--- config.mk ---
export PLATFORM = sky130hd
export DESIGN_NAME = joybus_poll_scheduler_flat
export DESIGN_NICKNAME = d
export VERILOG_FILES = /design/src/rtl/joybus_pkg.sv /design/src/rtl/joybus_poll_scheduler_if.sv /design/src/rtl/joybus_frame_timer.sv /design/src/rtl/joybus_poll_scheduler.sv /design/src/flat_wrapper.sv
export SDC_FILE = /design/constraint.sdc
export NUM_CORES = 1
export LEC_CHECK = 0
export ABC_AREA = 1
export CORE_ASPECT_RATIO = 2
export CORE_MARGIN = 5
export CORE_UTILIZATION = 45
export CTS_BUF_LIST = sky130_fd_sc_hd__clkbuf_8
export DETAILED_ROUTE_END_ITERATION = 12
export DONT_BUFFER_PORTS = 1
export GPL_ROUTABILITY_DRIVEN = 0
export SYNTH_ARGS = -nofsm -noshare
export SYNTH_HDL_FRONTEND = slang
export SYNTH_SLANG_ARGS = --single-unit
export TNS_END_PERCENT = 50
--- constraint.sdc ---
create_clock -name usClock -period 3.85 [get_ports usClock]
set_input_delay 0.5775 -clock usClock [delete_from_list [all_inputs] [get_ports usClock]]
set_output_delay 0.5775 -clock usClock [all_outputs]
set_load 0.005 [all_outputs]
--- src/rtl/joybus_pkg.sv ---
// Shared types and default timing for the joybus controller-port poll scheduler.
package joybus_pkg;

    typedef enum logic [1:0] {
        IDLE,
        ISSUE,
        WAIT_DONE,
        GAP
    } sched_state_t;

    localparam int unsigned TIMEOUT_US_DEF = 400;
    localparam int unsigned GAP_US_DEF     = 20;
    localparam int unsigned MISS_LIMIT_DEF = 3;
    localparam int unsigned PERIOD_W       = 16;

endpackage

--- src/rtl/joybus_poll_scheduler_if.sv ---
// Bundle between game logic / transceivers and the poll scheduler.
interface joybus_poll_scheduler_if #(
    parameter int unsigned NPORTS = 4
);
    import joybus_pkg::*;

    localparam int unsigned AW = (NPORTS > 1) ? $clog2(NPORTS) : 1;

    logic                enable;
    logic [PERIOD_W-1:0] period_us;
    logic [NPORTS-1:0]   port_mask;
    logic [NPORTS-1:0]   rumble_req;
    logic [NPORTS-1:0]   port_done;
    logic [NPORTS-1:0]   port_poll;
    logic [NPORTS-1:0]   port_rumble;
    logic [NPORTS-1:0]   connected;
    logic                busy;
    logic [AW-1:0]       active_port;
    logic                frame_tick;
    logic                overrun;

    // Scheduler side
    modport master (
        input  enable, period_us, port_mask, rumble_req, port_done,
        output port_poll, port_rumble, connected, busy, active_port, frame_tick, overrun
    );

    // Game logic / transceiver side
    modport slave (
        output enable, period_us, port_mask, rumble_req, port_done,
        input  port_poll, port_rumble, connected, busy, active_port, frame_tick, overrun
    );

endinterface

--- src/rtl/joybus_frame_timer.sv ---
// Free-running frame period counter; frame_due_c pulses on the last cycle of each period.
module joybus_frame_timer #(
    parameter int unsigned PW = 16
) (
    input  logic          usClock,
    input  logic          Reset,
    input  logic          enable,
    input  logic [PW-1:0] period_us,
    output logic          frame_due_c
);

    logic [PW-1:0] cnt;
    logic          run;
    logic          wrap;

    assign run  = enable && (period_us != '0);
    // >= so a shrinking period wraps immediately instead of rolling over 2^PW
    assign wrap = run && (cnt >= (period_us - PW'(1)));
    assign frame_due_c = wrap;

    always_ff @(posedge usClock) begin
        if (Reset || !run || wrap) begin
            cnt <= '0;
        end else begin
            cnt <= cnt + PW'(1);
        end
    end

endmodule

--- src/rtl/joybus_poll_scheduler.sv ---
// Round-robin poll sequencer for the per-port joybus transceivers: one poll per
// masked-in port per frame, response/timeout wait, bus-quiet gap, connection tracking.
module joybus_poll_scheduler
    import joybus_pkg::*;
#(
    parameter int unsigned NPORTS     = 4,
    parameter int unsigned TIMEOUT_US = TIMEOUT_US_DEF,
    parameter int unsigned GAP_US     = GAP_US_DEF,
    parameter int unsigned MISS_LIMIT = MISS_LIMIT_DEF
) (
    input  logic                   usClock,
    input  logic                   Reset,
    joybus_poll_scheduler_if.master bus
);

    localparam int unsigned AW = (NPORTS > 1) ? $clog2(NPORTS) : 1;
    localparam int unsigned CW = 16;
    localparam int unsigned MW = $clog2(MISS_LIMIT + 1);

    sched_state_t      state, state_n;
    logic [AW-1:0]     port_n;
    logic [CW-1:0]     tcnt, tcnt_n;
    logic [CW-1:0]     gcnt, gcnt_n;
    logic              pending, pending_n;
    logic              overrun_n;
    logic              tick_n;
    logic [NPORTS-1:0] poll_n, rumble_n, conn_n;
    logic [MW-1:0]     miss   [NPORTS];
    logic [MW-1:0]     miss_n [NPORTS];
    logic [AW:0]       nxt;
    logic              frame_due_c;

    joybus_frame_timer #(.PW(PERIOD_W)) u_frame_timer (
        .usClock     (usClock),
        .Reset       (Reset),
        .enable      (bus.enable),
        .period_us   (bus.period_us),
        .frame_due_c (frame_due_c)
    );

    // Lowest masked-in port at index >= from; MSB flags that one was found.
    function automatic logic [AW:0] next_port(input logic [NPORTS-1:0] mask, input int from);
        logic [AW:0] r;
        r = '0;
        for (int i = int'(NPORTS) - 1; i >= 0; i--) begin
            if (mask[i] && (i >= from)) begin
                r = {1'b1, AW'(i)};
            end
        end
        return r;
    endfunction

    // Next-state and next-output logic
    always_comb begin
        state_n   = state;
        port_n    = bus.active_port;
        tcnt_n    = tcnt;
        gcnt_n    = gcnt;
        pending_n = pending;
        overrun_n = bus.overrun;
        tick_n    = 1'b0;
        poll_n    = '0;
        rumble_n  = bus.port_rumble;
        conn_n    = bus.connected;
        miss_n    = miss;
        nxt       = '0;

        if (frame_due_c && (state != IDLE)) begin
            pending_n = 1'b1;
            overrun_n = 1'b1;
        end

        unique case (state)
            IDLE: begin
                if (!bus.enable) begin
                    pending_n = 1'b0;
                end else if (frame_due_c || pending) begin
                    pending_n = 1'b0;
                    nxt       = next_port(bus.port_mask, 0);
                    if (nxt[AW]) begin
                        state_n = ISSUE;
                        port_n  = nxt[AW-1:0];
                    end else begin
                        tick_n = 1'b1;
                    end
                end
            end
            ISSUE: begin
                state_n = WAIT_DONE;
                tcnt_n  = CW'(1);
            end
            WAIT_DONE: begin
                // A response in the timeout cycle still counts as an answer
                if (bus.port_done[bus.active_port]) begin
                    conn_n[bus.active_port] = 1'b1;
                    miss_n[bus.active_port] = '0;
                    state_n = GAP;
                    gcnt_n  = CW'(1);
                end else if (tcnt >= CW'(TIMEOUT_US)) begin
                    if (miss[bus.active_port] < MW'(MISS_LIMIT)) begin
                        miss_n[bus.active_port] = miss[bus.active_port] + MW'(1);
                    end
                    if (miss_n[bus.active_port] >= MW'(MISS_LIMIT)) begin
                        conn_n[bus.active_port] = 1'b0;
                    end
                    state_n = GAP;
                    gcnt_n  = CW'(1);
                end else begin
                    tcnt_n = tcnt + CW'(1);
                end
            end
            GAP: begin
                if (gcnt >= CW'(GAP_US)) begin
                    nxt = next_port(bus.port_mask, int'(bus.active_port) + 1);
                    if (!bus.enable) begin
                        state_n   = IDLE;
                        pending_n = 1'b0;
                    end else if (nxt[AW]) begin
                        state_n = ISSUE;
                        port_n  = nxt[AW-1:0];
                    end else begin
                        state_n = IDLE;
                        tick_n  = 1'b1;
                    end
                end else begin
                    gcnt_n = gcnt + CW'(1);
                end
            end
            default: state_n = IDLE;
        endcase

        // Poll pulse and rumble latch coincide with the ISSUE cycle
        if (state_n == ISSUE) begin
            poll_n[port_n]   = 1'b1;
            rumble_n[port_n] = bus.rumble_req[port_n];
        end
    end

    // State and registered outputs
    always_ff @(posedge usClock) begin
        if (Reset) begin
            state           <= IDLE;
            tcnt            <= '0;
            gcnt            <= '0;
            pending         <= 1'b0;
            bus.port_poll   <= '0;
            bus.port_rumble <= '0;
            bus.connected   <= '0;
            bus.busy        <= 1'b0;
            bus.active_port <= '0;
            bus.frame_tick  <= 1'b0;
            bus.overrun     <= 1'b0;
            for (int i = 0; i < int'(NPORTS); i++) begin
                miss[i] <= '0;
            end
        end else begin
            state           <= state_n;
            tcnt            <= tcnt_n;
            gcnt            <= gcnt_n;
            pending         <= pending_n;
            bus.port_poll   <= poll_n;
            bus.port_rumble <= rumble_n;
            bus.connected   <= conn_n;
            bus.busy        <= (state_n != IDLE);
            bus.active_port <= port_n;
            bus.frame_tick  <= tick_n;
            bus.overrun     <= overrun_n;
            for (int i = 0; i < int'(NPORTS); i++) begin
                miss[i] <= miss_n[i];
            end
        end
    end

endmodule

--- src/flat_wrapper.sv ---
// flat-port wrapper written by rule: the top's interface ports become plain ports
module joybus_poll_scheduler_flat import joybus_pkg::*;
#(
    parameter int unsigned NPORTS     = 4,
    parameter int unsigned TIMEOUT_US = TIMEOUT_US_DEF,
    parameter int unsigned GAP_US     = GAP_US_DEF,
    parameter int unsigned MISS_LIMIT = MISS_LIMIT_DEF
)
  (usClock, Reset, bus_enable, bus_period_us, bus_port_mask, bus_rumble_req, bus_port_done, bus_port_poll, bus_port_rumble, bus_connected, bus_busy, bus_active_port, bus_frame_tick, bus_overrun);
  joybus_poll_scheduler_if #(.NPORTS(NPORTS)) bus_i ();
  input  logic usClock;
  input  logic Reset;
  input wire logic [$bits(bus_i.enable)-1:0] bus_enable;
  input wire logic [$bits(bus_i.period_us)-1:0] bus_period_us;
  input wire logic [$bits(bus_i.port_mask)-1:0] bus_port_mask;
  input wire logic [$bits(bus_i.rumble_req)-1:0] bus_rumble_req;
  input wire logic [$bits(bus_i.port_done)-1:0] bus_port_done;
  output wire logic [$bits(bus_i.port_poll)-1:0] bus_port_poll;
  output wire logic [$bits(bus_i.port_rumble)-1:0] bus_port_rumble;
  output wire logic [$bits(bus_i.connected)-1:0] bus_connected;
  output wire logic [$bits(bus_i.busy)-1:0] bus_busy;
  output wire logic [$bits(bus_i.active_port)-1:0] bus_active_port;
  output wire logic [$bits(bus_i.frame_tick)-1:0] bus_frame_tick;
  output wire logic [$bits(bus_i.overrun)-1:0] bus_overrun;
  assign bus_i.enable = bus_enable;
  assign bus_i.period_us = bus_period_us;
  assign bus_i.port_mask = bus_port_mask;
  assign bus_i.rumble_req = bus_rumble_req;
  assign bus_i.port_done = bus_port_done;
  assign bus_port_poll = bus_i.port_poll;
  assign bus_port_rumble = bus_i.port_rumble;
  assign bus_connected = bus_i.connected;
  assign bus_busy = bus_i.busy;
  assign bus_active_port = bus_i.active_port;
  assign bus_frame_tick = bus_i.frame_tick;
  assign bus_overrun = bus_i.overrun;
  joybus_poll_scheduler #(.NPORTS(NPORTS), .TIMEOUT_US(TIMEOUT_US), .GAP_US(GAP_US), .MISS_LIMIT(MISS_LIMIT)) u_core (.usClock(usClock), .Reset(Reset), .bus(bus_i));
endmodule
==> reports/metrics.cfg, run 1 <==
[synthesis]
synthFlopType=dfxtp_1
synth_area_um2=4370
seq_area_frac_synth_pct=34.8
syn_avg_cell_area_um2=7.01
postSynthCellCount=623
post_synth_num_cell_types=41
yosysWarningCount=0
syn_nets=681
synth-async-reset-ratio_pct=0
synth_edf_count=0
ys_ff_latch=76

[die]
initial_core_util_pct=45.3
core-area_um2=9640
rows=51
die_area_um2=11900
ios=48
fp.dieH_um=149
die_w_um=79.7

[routing]
wl_per_cell_um=13.3
viasPerCell=5.11
drt_drc_violations_left=0
vias=3928
ant_nets=0
wirelength_mm=10.2
firstDrtPassIters=4
drt_iter0_drc=158

[worst_setup_path]
required_ns=4.16
cp_common_cell=nand2_1
cpPeakStageDelay_ns=0.28
cp_max_fo=6
worstSetupPathType=in2reg
slowest_stage=ha_1
startpoint_type=primary input
ff2ff_path_depth=19
critPathCaptureType=register
arrival_ns=3.66
startpoint=bus_period_us[2]
r2r_start=u_core.bus.active_port[1]

[power_and_ir_drop]
ir_drop_mv=0.364
power.leakage_nw=2.00
switching_share_pct=38.4
power_frac_seq_pct=39.6
power.switching_mw=0.845
clock_power_share_pct=28.2
pwr_density_cell_nw_per_um2=463
comb_power_share_pct=32.2
p_int_mw=1.35

[final_layout]
layout-drive-gt1-share_pct=10.4
nets=689
n_antenna_cell=0
final_cells=768
final_area_um2=4750
syn_to_final_growth_pct=8.76

[timing]
tightestPinTransition_ns=0.500
setup_viol=0
post-route-min-period_ns=3.35
slew_headroom_pct=66.4
final.period_utilization_pct=87.1
finClkSkew_ns=0.0167
fin_tns_setup_ns=0
rsz0062_at_grt=false
final-hold-violation-count=0
drv_slew=0
fmax_ghz=0.298

[outcome]
status=finished clean

[clocking]
clk_pin_slew_ns=0.09
clock-sinks=76
clkLatencyLatePin_ns=0.36
cts_tree=yes
numCtsBuffers=9
root_buffer=clkbuf_8
postCtsHoldBufs=0
clockBufferDepth=2
htree_levels=3

[global_routing]
grt_pass1_wl_mm=17.4
grt_max_degree=46
grt_pass1_vias=4049
grt_util_all_layers_pct=18.4
antenna_found_initial=0
grt-ovfl-total=0

[placed_design]
dp_cells=752
dpl.hpwl_mm=8.19
dpl_cell_area_um2=4550
io_buffers=0

[hold_path]
hold_start=Reset
hold_path_depth=1
hold_path_class=in2reg

[flow_run]
drv_cap=0

==> critical path, delay by kind of cell <==
family          cells  cell delay, ns
simple gates       17            1.94
compound gates      4            0.47
buf+inv             2            0.21
fa+ha+maj           1            0.28
xor+xnor            1            0.16
==> flip-flops by register name, indices dropped and copies added, names as in the netlist, 2 cells and up, named ones only <==
signal and flops:
u_core.miss 8, u_core.bus.port_rumble 4, u_core.gcnt 16, u_core.bus.port_poll 4
u_core.u_frame_timer.cnt 16, u_core.state 2, u_core.bus.active_port 2, u_core.tcnt 16
==> kinds of logic (layout without fill, tap and decap cells) <==
logic type	count (synthesis)	after routing	share of synthesized area, %
and+or+nand+nor	291	291	31.4
buffers and inverters	119	132	10.5
xor gates and xnor gates	16	16	3.21
adders and majority gates	27	27	7.73
AOI/OAI and AO/OA	94	94	12.3
DFF	76	76	34.8
==> stage by stage <==
| stage | utilization (%) | total power [mW] | hold slack (ns) | setup slack, ns |
|---|---|---|---|---|
| floorplan | - | 1.44 | 0.419 | 0.360 |
| global placement | 47.2 | 1.58 | 0.427 | 0.136 |
| detailed placement | 47.2 | 1.60 | 0.428 | 0.00833 |
| CTS | 49.3 | 2.22 | 0.263 | 0.393 |
| global route | 49.3 | 2.36 | 0.269 | 0.0290 |
| finish | 49.3 | 2.20 | 0.279 | 0.497 |
==> per-layer routing <==
metal  GRT usage [%]  vias up  share of wire (%)
met1            17.3     1796                 37
met3            3.45       27                3.7
met4            10.1        0                3.6
met2            35.7       77                 56
li1                -     2028                  -
met5               0        -                  0
==> area by class of cell <==
| cell class | count | area (um^2) |
|---|---|---|
| fillers | 964 | 4880 |
| multi-input cells | 428 | 2400 |
| flip-flops and latches | 76 | 1520 |
| inverters | 108 | 408 |
| well taps | 132 | 165 |
| clock buffers | 9 | 124 |
| clock inverters | 7 | 76.3 |
| repair buffers | 8 | 60.1 |
==> cell usage after synthesis, drive strengths merged (6+ instances only) <==
library cell	count	share of area [%]
a21oi	48	6.0
xnor2	6	1.2
dfxtp	76	35
nand4	12	1.7
inv	108	9.3
xor2	10	2.0
clkbuf	7	0.60
nand2	125	12
nand3	39	4.9
nor2	78	7.7
o21ai	25	2.9
ha	27	7.7
nor3	25	3.2
==> path summary, 6_finish.rpt <==
kind / slack (ns) / end
worst max-delay path: 0.50 / u_core.bus.port_rumble[1]
worst min register to register: 0.44 / u_core.tcnt[11]
worst min-delay path: 0.28 / u_core.bus.port_poll[0]
worst max register to register: 0.80 / register
==> timing repair <==
action / in CTS / in global routing
setup buffers: 0 / 0
gates resized for setup: 0 / 1
setup endpoints to repair: 0 / 3
==> power by group through the flow <==
stage / Sequential, mW / Clock, mW / Combinational (mW)
final: 0.871 / 0.621 / 0.707
after global routing: 0.876 / 0.680 / 0.800
after CTS: 0.872 / 0.642 / 0.710
after detailed placement: 0.890 / 0 / 0.707
after global placement: 0.890 / 0 / 0.694
after floorplan: 0.871 / 0 / 0.568
==> layout by cell type (no fill, tap or decap), drive strengths merged, types with 2 or more instances in the layout <==
cell type,count
nor3b,5
a31oi,4
dfxtp,76
a21oi,48
o21a,2
nand2,125
a22oi,2
nor3,25
clkinv,2
o21ai,25
xnor2,6
buf,8
o22ai,5
o31ai,2
o221ai,2
ha,27
nand4,12
clkbuf,9
nor2,78
or2,4
nor4,2
xor2,10
a211oi,2
inv,111
nand3,39
No activity file was read; power rests on OpenSTA's default activity.
==> inputs of run 2 (changes only) <==
--- a/config.mk
+++ b/config.mk
@@ -7,7 +7,7 @@
 export LEC_CHECK = 0
 export ABC_AREA = 1
 export CORE_ASPECT_RATIO = 2
-export CORE_MARGIN = 5
+export CORE_MARGIN = 2
 export CORE_UTILIZATION = 45
 export CTS_BUF_LIST = sky130_fd_sc_hd__clkbuf_8
 export DETAILED_ROUTE_END_ITERATION = 12
==> reports/metrics.cfg, run 2 (synthesis results as in run 1) <==
[outcome]
status=finished clean

[timing]
setup_ws_ns=0.480  ; -0.0170 ns
hold_ws_ns=0.282  ; +0.00275 ns
slew_headroom_pct=66.4  ; about the same
setup_viol=0  ; unchanged
final-hold-violation-count=0  ; unchanged
tightestPinTransition_ns=0.504  ; +0.00331 ns
fin_tns_setup_ns=0  ; unchanged
drv_slew=0  ; unchanged
finClkSkew_ns=0.00947  ; -0.00723 ns
rsz0062_at_grt=false
post-route-min-period_ns=3.37  ; +0.0170 ns
fmax_ghz=0.297  ; -0.50%
final.period_utilization_pct=87.5  ; +0.44 points

[final_layout]
n_antenna_cell=0  ; unchanged
syn_to_final_growth_pct=8.08
mostFrequentLayoutCells=nand2_1, inv_1, dfxtp_1
final_area_um2=4720  ; -0.63%
largest_registers=u_core.gcnt: 16 flops, u_core.tcnt: 16 flops, u_core.u_frame_timer.cnt: 16 flops
final_cells=735  ; -4.3%
final_common_cell=nand2_1
nFillCells=941  ; -2.4%
layout-drive-gt1-share_pct=9.83  ; -0.55 points
utilization_pct=50.3  ; +1.0 points
nets=685  ; -0.58%

[placed_design]
dp_cells=720  ; -4.3%
dpl.hpwl_mm=7.75  ; -5.4%
place_ws_ns=0.0221  ; +0.0138 ns
dpl_cell_area_um2=4480  ; -1.4%
io_buffers=0  ; unchanged

[worst_setup_path]
critPathCaptureType=register
worstSetupPathType=in2reg
cp_max_fo=4  ; -2
arrival_ns=3.63  ; -0.03 ns
startpoint_type=primary input
required_ns=4.11  ; -0.05 ns

[routing]
firstDrtPassIters=4  ; unchanged
wirelength_mm=9.76  ; -4.3%
ant_nets=0  ; unchanged
vias=3849  ; -2.0%
drt_drc_violations_left=0  ; unchanged
drt_iter0_drc=142  ; -10%
viasPerCell=5.24  ; +2.4%
wl_per_cell_um=13.3  ; about the same

[hold_path]
hold_path_class=in2reg

[power_and_ir_drop]
power.leakage_nw=2.00  ; about the same
p_total_mw=2.29  ; +4.1%
ir_drop_mv=0.454  ; +24%
pwr_density_cell_nw_per_um2=484  ; +4.7%

[clocking]
clock-sinks=76  ; unchanged
numCtsBuffers=9  ; unchanged
postCtsSetupRepairBufs=0  ; unchanged
clkLatencyLatePin_ns=0.36  ; about the same
root_buffer=clkbuf_8
cts_tree=yes
postCtsHoldBufs=0  ; unchanged
clk_pin_slew_ns=0.08  ; about the same
htree_levels=3  ; unchanged
cts_resized=0  ; unchanged
clockBufferDepth=2  ; unchanged

[global_routing]
grt_pass1_vias=3761  ; -7.1%
grt-ovfl-total=0  ; unchanged
grt_max_degree=46  ; unchanged
grt_pass1_wl_mm=16.3  ; -6.6%
antenna_found_initial=0  ; unchanged
grt_util_all_layers_pct=19.8  ; +1.4 points

[die]
fp.dieH_um=143  ; -4.0%
rows=50  ; -2.0%
core-area_um2=9380  ; -2.6%
die_area_um2=10600  ; -11%
ios=48  ; unchanged
initial_core_util_pct=46.6  ; +1.2 points
die_w_um=73.7  ; -7.5%

[flow_run]
drv_cap=0  ; unchanged

==> run 2: final timing paths <==
path                                                start  cells past startpoint  slack [ns]                         to
worst min register to register            u_core.tcnt[11]                      2        0.44            u_core.tcnt[11]
worst max-delay path                     bus_period_us[2]                     26        0.48  u_core.bus.port_rumble[2]
worst max register to register  u_core.bus.active_port[1]                     18        0.80                   register
worst min-delay path                                Reset                      1        0.28    u_core.bus.port_poll[1]
==> run 2: layer usage <==
metal | track usage, % | vias to the layer above | wire, um
met1 | 18.4 | 1755 | 3590
met4 | 8.52 | 0 | 231
li1 | - | 2015 | -
met5 | 0 | - | 0
met3 | 5.12 | 17 | 347
met2 | 38.3 | 62 | 5590
==> run 2: where the power goes <==
part	leakage [nW]	internal, mW	total, mW	switching, mW
Clock	0.120	0.429	0.726	0.297
Sequential	0.613	0.823	0.878	0.0544
Combinational	1.27	0.211	0.683	0.472
Total	2.00	1.46	2.29	0.824
==> run 2: cell type report <==
class	instances	area [um^2]	area share [%]
Clock buffer	9	124	2.62
Clock inverter	6	113	2.38
Inverter	108	408	8.64
Multi-Input combinational cell	428	2400	50.7
Sequential cell	76	1520	32.2
Tap cell	104	130	2.76
Timing Repair Buffer	4	30.0	0.636
==> run 2: worst max-delay path: stages <==
cell and delay, ns:
nor2_1 0.12, nand2_1 0.09, nor4_1 0.18, buf_4 0.16
nand3_1 0.12, nor3_2 0.21, nand4_1 0.15, xor2_1 0.16
inv_1 0.06, ha_1 0.28, nand2_1 0.08, nor3_1 0.21
nand2_1 0.07, nand2_1 0.11, nand2_2 0.08, nand2_2 0.09
nand2_1 0.05, nand2_1 0.06, nand2_1 0.04, nand2_1 0.05
nand2_1 0.05, nand2_1 0.14, inv_1 0.09, nand2_1 0.17
nor2_2 0.05, o21a_1 0.16
